`config.mk`:
```
export PLATFORM = sky130hd
export DESIGN_NAME = calc_sched
export DESIGN_NICKNAME = d
export VERILOG_FILES = /design/src/rtl/calc_pkg.sv /design/src/rtl/calc_rr_arb.sv /design/src/rtl/calc_sched.sv
export SDC_FILE = /design/constraint.sdc
export NUM_CORES = 1
export LEC_CHECK = 0
export CAP_MARGIN = 10
export CORE_MARGIN = 10
export CORE_UTILIZATION = 40
export DETAILED_ROUTE_END_ITERATION = 8
export GPL_TIMING_DRIVEN = 0
export PLACE_DENSITY = 0.82
export SLEW_MARGIN = 30
export SYNTH_ARGS = -nofsm -noshare
export SYNTH_HDL_FRONTEND = slang
export SYNTH_SLANG_ARGS = --single-unit
```
`constraint.sdc`:
```
create_clock -name clk -period 2.7 [get_ports clk]
set_input_delay 0.675 -clock clk [delete_from_list [all_inputs] [get_ports clk]]
set_output_delay 0.675 -clock clk [all_outputs]
set_load 0.02 [all_outputs]
```
`src/rtl/calc_pkg.sv`:
```
// Shared types for the calc token-stream calculator and its request scheduler.
package calc_pkg;

    localparam int unsigned CALC_W = 16;

    typedef enum logic [1:0] {
        OpMul = 2'd0,
        OpAdd = 2'd1,
        OpSqr = 2'd2,
        OpInc = 2'd3
    } calc_op_e;

    typedef enum logic [2:0] {
        StIdle,
        StSendA,
        StSendOp,
        StSendB,
        StWait,
        StResp
    } sched_state_e;

endpackage

```
`src/rtl/calc_rr_arb.sv`:
```
// Combinational round-robin pick: search starts one past the last winner.
module calc_rr_arb #(
    parameter int unsigned N_REQ = 4,
    localparam int unsigned IdW = $clog2(N_REQ)
) (
    input  logic [N_REQ-1:0] req,
    input  logic [IdW-1:0]   ptr,
    output logic [N_REQ-1:0] gnt,
    output logic [IdW-1:0]   gnt_idx,
    output logic             any
);

    int unsigned idx;

    always_comb begin
        gnt     = '0;
        gnt_idx = '0;
        any     = 1'b0;
        idx     = 0;
        for (int unsigned i = 1; i <= N_REQ; i++) begin
            idx = (32'(ptr) + i) % N_REQ;
            if (!any && req[idx]) begin
                any     = 1'b1;
                gnt_idx = IdW'(idx);
            end
        end
        if (any) begin
            gnt[gnt_idx] = 1'b1;
        end
    end

endmodule

```
`src/rtl/calc_sched.sv`:
```
// Serializes one requester operation at a time into calc's A/op/B token stream
// and returns calc's registered result tagged with the requester index.
module calc_sched
    import calc_pkg::*;
#(
    parameter int unsigned N_REQ = 4,
    parameter int unsigned W     = CALC_W,
    localparam int unsigned IdW  = $clog2(N_REQ)
) (
    input  logic               clk,
    input  logic               rst,
    input  logic [N_REQ-1:0]   req_valid,
    output logic [N_REQ-1:0]   req_ready,
    input  logic [2*N_REQ-1:0] req_op,
    input  logic [W*N_REQ-1:0] req_a,
    input  logic [W*N_REQ-1:0] req_b,
    output logic               rsp_valid,
    output logic [IdW-1:0]     rsp_id,
    output logic [W-1:0]       rsp_data,
    output logic               calc_valid,
    output logic [W-1:0]       calc_data,
    input  logic [W-1:0]       calc_result,
    output logic               busy
);

    sched_state_e state_q, state_d;
    logic [IdW-1:0] ptr_q, ptr_d;
    logic [IdW-1:0] id_q, id_d;
    calc_op_e       op_q, op_d;
    logic [W-1:0]   b_q, b_d;
    logic [W-1:0]   rsp_data_q, rsp_data_d;
    logic           calc_valid_q, calc_valid_d;
    logic [W-1:0]   calc_data_q, calc_data_d;

    logic [N_REQ-1:0] arb_gnt;
    logic [IdW-1:0]   arb_idx;
    logic             arb_any;
    int unsigned      sel;

    calc_rr_arb #(
        .N_REQ (N_REQ)
    ) u_arb (
        .req     (req_valid),
        .ptr     (ptr_q),
        .gnt     (arb_gnt),
        .gnt_idx (arb_idx),
        .any     (arb_any)
    );

    always_comb begin
        state_d      = state_q;
        ptr_d        = ptr_q;
        id_d         = id_q;
        op_d         = op_q;
        b_d          = b_q;
        rsp_data_d   = rsp_data_q;
        calc_valid_d = 1'b0;
        calc_data_d  = calc_data_q;
        req_ready    = '0;
        sel          = 32'(arb_idx);

        unique case (state_q)
            StIdle: begin
                // Gated by rst so no requester sees a grant that reset discards.
                if (arb_any && !rst) begin
                    req_ready    = arb_gnt;
                    ptr_d        = arb_idx;
                    id_d         = arb_idx;
                    op_d         = calc_op_e'(req_op[2*sel +: 2]);
                    b_d          = req_b[W*sel +: W];
                    calc_valid_d = 1'b1;
                    calc_data_d  = req_a[W*sel +: W];
                    state_d      = StSendA;
                end
            end
            StSendA: begin
                calc_valid_d = 1'b1;
                calc_data_d  = {{(W-2){1'b0}}, op_q};
                state_d      = StSendOp;
            end
            StSendOp: begin
                if (op_q inside {OpMul, OpAdd}) begin
                    calc_valid_d = 1'b1;
                    calc_data_d  = b_q;
                    state_d      = StSendB;
                end else begin
                    state_d = StWait;
                end
            end
            StSendB: begin
                state_d = StWait;
            end
            StWait: begin
                rsp_data_d = calc_result;
                state_d    = StResp;
            end
            StResp: begin
                state_d = StIdle;
            end
            default: begin
                state_d = StIdle;
            end
        endcase
    end

    always_ff @(posedge clk) begin
        if (rst) begin
            state_q      <= StIdle;
            ptr_q        <= IdW'(N_REQ - 1);
            id_q         <= '0;
            op_q         <= OpMul;
            b_q          <= '0;
            rsp_data_q   <= '0;
            calc_valid_q <= 1'b0;
            calc_data_q  <= '0;
        end else begin
            state_q      <= state_d;
            ptr_q        <= ptr_d;
            id_q         <= id_d;
            op_q         <= op_d;
            b_q          <= b_d;
            rsp_data_q   <= rsp_data_d;
            calc_valid_q <= calc_valid_d;
            calc_data_q  <= calc_data_d;
        end
    end

    assign rsp_valid  = (state_q == StResp);
    assign rsp_id     = id_q;
    assign rsp_data   = rsp_data_q;
    assign calc_valid = calc_valid_q;
    assign calc_data  = calc_data_q;
    assign busy       = (state_q != StIdle);

endmodule

```
==> results.sh, run 1 <==
export IMPL_die_x_um=116
export IMPL_drcViolationCount=0
export IMPL_r2r_slack_ns=0.59
export IMPL_required_ns=2.03
export IMPL_grt_pass1_vias=4804
export IMPL_netSwitchingPower_mw=1.38
export IMPL_grt_total_usage=0.246
export IMPL_holdWs_ns=0.460
export IMPL_ioPinCount=199
export IMPL_final_cell_mix="clkdlybuf4s50_1, a21oi_1, dfxtp_1"
export IMPL_crit_type="in2out"
export IMPL_crit_arrival_ns=2.02
export IMPL_yosysSeqAreaShare=0.314
export IMPL_die_area_um2=13500
export IMPL_r2r_cells=9
export IMPL_finalSetupViolCount=0
export IMPL_rr_endpoint="calc_data[0]"
export IMPL_clockPowerShare=0.248
export IMPL_rows=35
export IMPL_htreeDepth=3
export IMPL_initial_core_util=0.406
export IMPL_cts_root_buf="clkbuf_8"
export IMPL_dp_hpwl_um=13700
export IMPL_finalCritPeriodShare=1.00
export IMPL_yosysTopAreaCellShare=0.314
export IMPL_detail_route_wl_per_cell_um=21.3
export IMPL_leakage_nw=2.42
export IMPL_ys_types=53
export IMPL_synth_mux_area_frac=0.00271
export IMPL_coreArea_um2=9110
export IMPL_hp_start="rsp_data[3]"
export IMPL_p_sw_frac=0.369
export IMPL_path_max_fanout=10
export IMPL_overflow=0
export IMPL_p_int_mw=2.37
export IMPL_power_density_nw_per_um2=609
export IMPL_pwr_share_seq=0.308
export IMPL_finClkSkew_ns=0.00469
export IMPL_clock_latency_ns=0.35
export IMPL_maxSlewHeadroom=0.675
export IMPL_max_vdd_ir_drop_mv=0.282
export IMPL_regArea_um2=1160
export IMPL_grt_pass1_wl_um=26300
export IMPL_synth_xor_area_frac=0
export IMPL_num_vias=4915
export IMPL_postSynthAreaPerCell_um2=7.53
export IMPL_clk_pin_slew_ns=0.07
export IMPL_viasPerCell=5.96
export IMPL_stdcell_count=824
export IMPL_multi_input_area_um2=2330
export IMPL_nFillCells=785
export IMPL_drtIter0Drc=424
export IMPL_clock_fmax_ghz=0.370
export IMPL_synth_compound_area_share=0.413
export IMPL_yosys_warnings=0
export IMPL_netlist_area_um2=3700
export IMPL_status="finished, final reports clean"
export IMPL_syn_to_final_growth_pct=66.7
export IMPL_gp_congestion=0.933
export IMPL_clockBufferDepth=2
export IMPL_clock_sinks=58
export IMPL_drv_cap=0
export IMPL_syn_nets=649
export IMPL_dp_cells=799
export IMPL_synth_largest_area_cell="dfxtp_1"
export IMPL_antenna_found_initial=0
export IMPL_pwr_share_comb=0.444
export IMPL_synthTopCellsByArea="dfxtp_1, a21oi_1, o21ai_0, a21boi_0, and3_1"
export IMPL_grt_max_degree=20
export IMPL_tightest_slew_ns=0.483
export IMPL_firstDrtPassIters=5
export IMPL_ant_nets=0
export IMPL_die_h_um=116
export IMPL_rr_startpoint="ptr_q[1]"
export IMPL_finalWirelength_um=17600
export IMPL_hold_path_end="rsp_data[3]"
export IMPL_io_buffers=197
export IMPL_n_antenna_cell=0
export IMPL_startpoint_type="input pin"
export IMPL_critPathCaptureType="output port"
export IMPL_layout_drive_gt1_share=0.137
export IMPL_hold_depth=2
export IMPL_min_period_ns=2.70
export IMPL_numCtsBuffers=9
export IMPL_cts_tree="done"
export IMPL_synth_fa_ha_area_frac=0
export IMPL_synth_seq_cells=58
export IMPL_hold_viol=0
export IMPL_synth_simple_area_share=0.197
export IMPL_netlist_instances=491
export IMPL_final_max_slew_violation_count=0
export IMPL_final_common_cell="clkdlybuf4s50_1"
export IMPL_synth_top_family_by_area="compound AO/OA/AOI/OAI gates"
export IMPL_hold_class="reg2reg"
export IMPL_nNetsFinal=866
## Yosys cell counts, drive strengths merged
cell	instances
o32a	2
inv	3
and3b	1
a31oi	2
nand3	37
a311oi	1
o22a	2
nand3b	1
clkinv	2
a31o	1
a22oi	1
or4	2
mux2i	1
o21ai	84
nor4	2
a21oi	76
o21a	2
o31ai	2
nand2b	3
nor3	2
nor2	11
and3	31
a21boi	32
o31a	2
nand2	37
dfxtp	58
o22ai	1
o211ai	1
a211o	18
or2	4
nor2b	2
clkbuf	19
buf	31
a41oi	14
or3	2
o21bai	1
## logic make-up after synthesis
family                 Yosys count
multiplexers                     1
AND/OR/NAND/NOR                135
flip-flops                      58
AO/OA/AOI/OAI                  242
buffers and inverters           55
## state kept, by name, summed over array words and instances, names as in the netlist
name / flops
b_q: 16
calc_data: 16
calc_valid: 1
op_q: 2
ptr_q: 2
rsp_data: 16
rsp_id: 2
state_q: 3
## through the flow
| step | utilization | power [mW] | setup slack [ns] | TNS [ns] | instance area, um^2 |
|---|---|---|---|---|---|
| finish | 0.677 | 3.75 | 0.000202 | 0 | 6160 |
| global route | 0.677 | 3.93 | -0.0266 | -0.0266 | 6160 |
| CTS | 0.668 | 3.67 | 0.00840 | 0 | 6090 |
| detailed placement | 0.638 | 2.72 | -1.17 | -8.71 | 5810 |
| global placement | 0.638 | 2.68 | -1.09 | -5.59 | 5810 |
| floorplan | - | 2.01 | 0.139 | 0 | 3700 |
## worst max-delay path, cell delays in order
cell     delay [ns]
buf_2          0.15
or2_4          0.28
nor4_4         0.27
nand2_1        0.15
buf_4          0.21
nor2_1         0.13
buf_4          0.16
## cell type report
class / count / area share
multi-input combinational: 378 / 0.378
timing repair buffer: 208 / 0.328
sequential: 58 / 0.188
buffer: 48 / 0.0432
tap: 111 / 0.0225
clock buffer: 10 / 0.0223
clock inverter: 6 / 0.0144
inverter: 5 / 0.00386
## routing by layer
| metal | vias up | track usage | part of all wire |
|---|---|---|---|
| met3 | 54 | 0.0550 | 0.094 |
| met1 | 2299 | 0.302 | 0.40 |
| met5 | - | 0 | 0 |
| li1 | 2265 | - | - |
| met4 | 0 | 0.111 | 0.037 |
| met2 | 297 | 0.402 | 0.47 |
## repair_timing
item | CTS | global route
endpoints found under the setup margin | 5 | 4
resized for setup | 45 | 15
pin swaps | 3 | 7
hold buffers | 0 | 0
buffers inserted | 1 | 10
## power by group through the flow
stage	Sequential, mW	Combinational [mW]	Clock [mW]
global route	1.17	1.78	0.975
detailed placement	1.17	1.55	0
floorplan	1.24	0.771	0
CTS	1.15	1.59	0.932
finish	1.16	1.67	0.931
global placement	1.16	1.51	0
## worst max path at each step
stage,startpoint,to,cells after the start
after global placement,req_valid[3],req_ready[3],7
after global routing,rst,req_ready[1],7
after detailed placement,req_valid[3],req_ready[3],7
final,rst,req_ready[1],7
after CTS,rst,req_ready[1],7
after floorplan,rst,req_ready[1],6
No activity file was read; power rests on OpenSTA's default activity.
==> inputs of run 2 (changes only) <==
--- a/config.mk
+++ b/config.mk
@@ -7,10 +7,10 @@
 export LEC_CHECK = 0
 export CAP_MARGIN = 10
 export CORE_MARGIN = 10
-export CORE_UTILIZATION = 40
+export CORE_UTILIZATION = 36
 export DETAILED_ROUTE_END_ITERATION = 8
 export GPL_TIMING_DRIVEN = 0
-export PLACE_DENSITY = 0.82
+export PLACE_DENSITY = 0.78
 export SLEW_MARGIN = 30
 export SYNTH_ARGS = -nofsm -noshare
 export SYNTH_HDL_FRONTEND = slang
==> constraint.sdc (replaced) <==
create_clock -name clk -period 2.35 [get_ports clk]
set_input_delay 0.5875 -clock clk [delete_from_list [all_inputs] [get_ports clk]]
set_output_delay 0.5875 -clock clk [all_outputs]
set_load 0.02 [all_outputs]
==> run 2 against run 1 <==
The flow now finishes with violations (negative setup slack); clock skew up 0.0056 ns; critical path depth down 1; first-iteration DRC count up 3.3%; via count up 0.49%; clock power up 3.1%; register-to-register slack worse by 0.52 ns; non-clock buffer count up 10; cell count up 3.9%; flip-flop and latch count unchanged; combinational power up 21%; wire length up 1.7%; count of clock-buffer cells in the layout up 3; critical path type is now reg2out; largest power group unchanged; highest routed layer unchanged.
==> results.sh, run 2 (same netlist as run 1, synthesis figures left out) <==
export IMPL_status="complete, but fails checks"
export IMPL_violations="negative setup slack"
export IMPL_num_vias=4939
export IMPL_path_cells="or2_4 > nor4_4 > buf_4 > nand2_4 > nor2_4 > buf_6"
export IMPL_cts_tree="done"
export IMPL_stdcell_count=856
export IMPL_hp_start="rsp_data[15]"
export IMPL_cp_buffers_inverters=2
export IMPL_hold_viol=0
export IMPL_startpoint_type="register"
export IMPL_place_area_um2=5840
export IMPL_max_stage_delay_ns=0.42
export IMPL_min_period_ns=2.54
export IMPL_clk_pin_slew_ns=0.07
export IMPL_hold_class="reg2reg"
export IMPL_netSwitchingPower_mw=1.59
export IMPL_drtIter0Drc=438
export IMPL_crit_type="reg2out"
export IMPL_required_ns=1.76
export IMPL_cts_root_buf="clkbuf_8"
export IMPL_nNetsFinal=876
export IMPL_clock_latency_ns=0.34
export IMPL_crit_family="simple AND/OR/NAND/NOR gates"
export IMPL_hold_path_end="rsp_data[15]"
export IMPL_final_cell_mix="clkdlybuf4s50_1, a21oi_1, dfxtp_1"
export IMPL_power_mw=4.31
export IMPL_leakage_nw=2.48
export IMPL_critPathCaptureType="output port"
export IMPL_io_buffers=197
export IMPL_finalWorstSetupSlack_ns=-0.194
export IMPL_die_x_um=121
export IMPL_p_sw_frac=0.369
export IMPL_finalCritPeriodShare=1.08
export IMPL_drv_cap=0
export IMPL_clock_fmax_ghz=0.393
export IMPL_cts_hold_buf=0
export IMPL_clockBufferDepth=2
export IMPL_rows=36
export IMPL_hold_depth=2
export IMPL_path_max_fanout=8
export IMPL_rr_endpoint="calc_data[0]"
export IMPL_die_area_um2=14700
export IMPL_cp_startpoint="state_q[2]"
export IMPL_cpMaxStageDelayCell="nor4_4"
export IMPL_firstDrtPassIters=5
export IMPL_dp_slack_ns=-1.36
export IMPL_viasPerCell=5.77
export IMPL_max_vdd_ir_drop_mv=0.280
export IMPL_power_density_nw_per_um2=677
export IMPL_numCtsBuffers=9
export IMPL_initial_core_util=0.373
export IMPL_pwr_share_comb=0.469
export IMPL_grt_pass1_vias=4846
export IMPL_antenna_found_initial=1
export IMPL_drcViolationCount=0
export IMPL_finalSetupViolCount=4
export IMPL_grt_max_degree=11
export IMPL_final_common_cell="clkdlybuf4s50_1"
export IMPL_tightest_slew_ns=0.517
export IMPL_finalWirelength_um=17900
export IMPL_coreArea_um2=9910
export IMPL_grt_total_usage=0.225
export IMPL_finalInstanceArea_um2=6380
export IMPL_layout_drive_gt1_share=0.165
export IMPL_ioPinCount=199
export IMPL_detail_route_wl_per_cell_um=20.9
export IMPL_pwr_share_seq=0.309
export IMPL_overflow=0
export IMPL_crit_arrival_ns=1.96
export IMPL_r2r_slack_ns=0.07
export IMPL_r2r_cells=11
export IMPL_htreeDepth=3
export IMPL_finClkSkew_ns=0.0103
export IMPL_die_h_um=121
export IMPL_final_max_slew_violation_count=0
export IMPL_ant_nets=0
export IMPL_clockPowerShare=0.222
export IMPL_maxSlewHeadroom=0.655
export IMPL_grt_pass1_wl_um=26500
export IMPL_dp_cells=821
export IMPL_syn_to_final_growth_pct=72.4
export IMPL_rr_startpoint="ptr_q[1]"
export IMPL_rsz0062_at_grt="yes"
export IMPL_clock_sinks=58
export IMPL_gp_congestion=0.952
export IMPL_nFillCells=845
export IMPL_dp_hpwl_um=13500
export IMPL_p_int_mw=2.72
## run 2: area by class of cell
type | instances | area, um^2 | share of cell area
well taps | 133 | 166 | 0.0261
diodes | 1 | 2.50 | 0.000392
clock buffers | 13 | 169 | 0.0265
flip-flops and latches | 58 | 1170 | 0.183
multi-input cells | 378 | 2410 | 0.377
plain buffers | 48 | 295 | 0.0463
inverters | 5 | 20.0 | 0.00314
clock inverters | 2 | 35.0 | 0.00549
repair buffers | 218 | 2120 | 0.332
## run 2: stage by stage
| step | hold slack [ns] | util | setup TNS (ns) |
|---|---|---|---|
| 3_5_place_dp | 0.448 | 0.590 | -18.01 |
| 4_1_cts | 0.456 | 0.633 | -0.339 |
| 3_3_place_gp | 0.442 | 0.590 | -16.50 |
| 2_1_floorplan | 0.430 | - | 0 |
| 6_report | 0.455 | 0.644 | -0.660 |
| 5_1_grt | 0.474 | 0.644 | -0.776 |
## run 2: worst max-delay path by stage
stage / to / slack (ns) / cells after the start
2_1_floorplan: req_ready[0] / 0.006 / 7
3_3_place_gp: req_ready[3] / -1.31 / 7
3_5_place_dp: req_ready[3] / -1.36 / 7
4_1_cts: req_ready[2] / -0.11 / 9
5_1_grt: req_ready[0] / -0.22 / 6
6_report: req_ready[0] / -0.19 / 6
## run 2: power by group through the flow
| stage | sequential [mW] | combinational [mW] | clock [mW] |
|---|---|---|---|
| 2_1_floorplan | 1.42 | 0.889 | 0 |
| 3_3_place_gp | 1.34 | 1.75 | 0 |
| 3_5_place_dp | 1.34 | 1.78 | 0 |
| 4_1_cts | 1.32 | 1.92 | 0.965 |
| 5_1_grt | 1.35 | 2.15 | 1.01 |
| 6_report | 1.33 | 2.02 | 0.960 |
## run 2: tightest hold or removal path, cell delays in order (launching register included)
cell and delay [ns]:
dfxtp_1 0.31, nand2_1 0.05, a21oi_1 0.05
## run 2: metal layers
layer  GRT usage  routed length [um]
met5           0                   0
met4      0.0812                 495
met1       0.273                7390
met3      0.0544                1560
met2       0.377                8430
## run 2: timing repair
item / CTS / global route
gates resized for setup: 69 / 24
endpoints found under the setup margin: 28 / 14
setup buffers: 18 / 5
pin swaps: 8 / 8
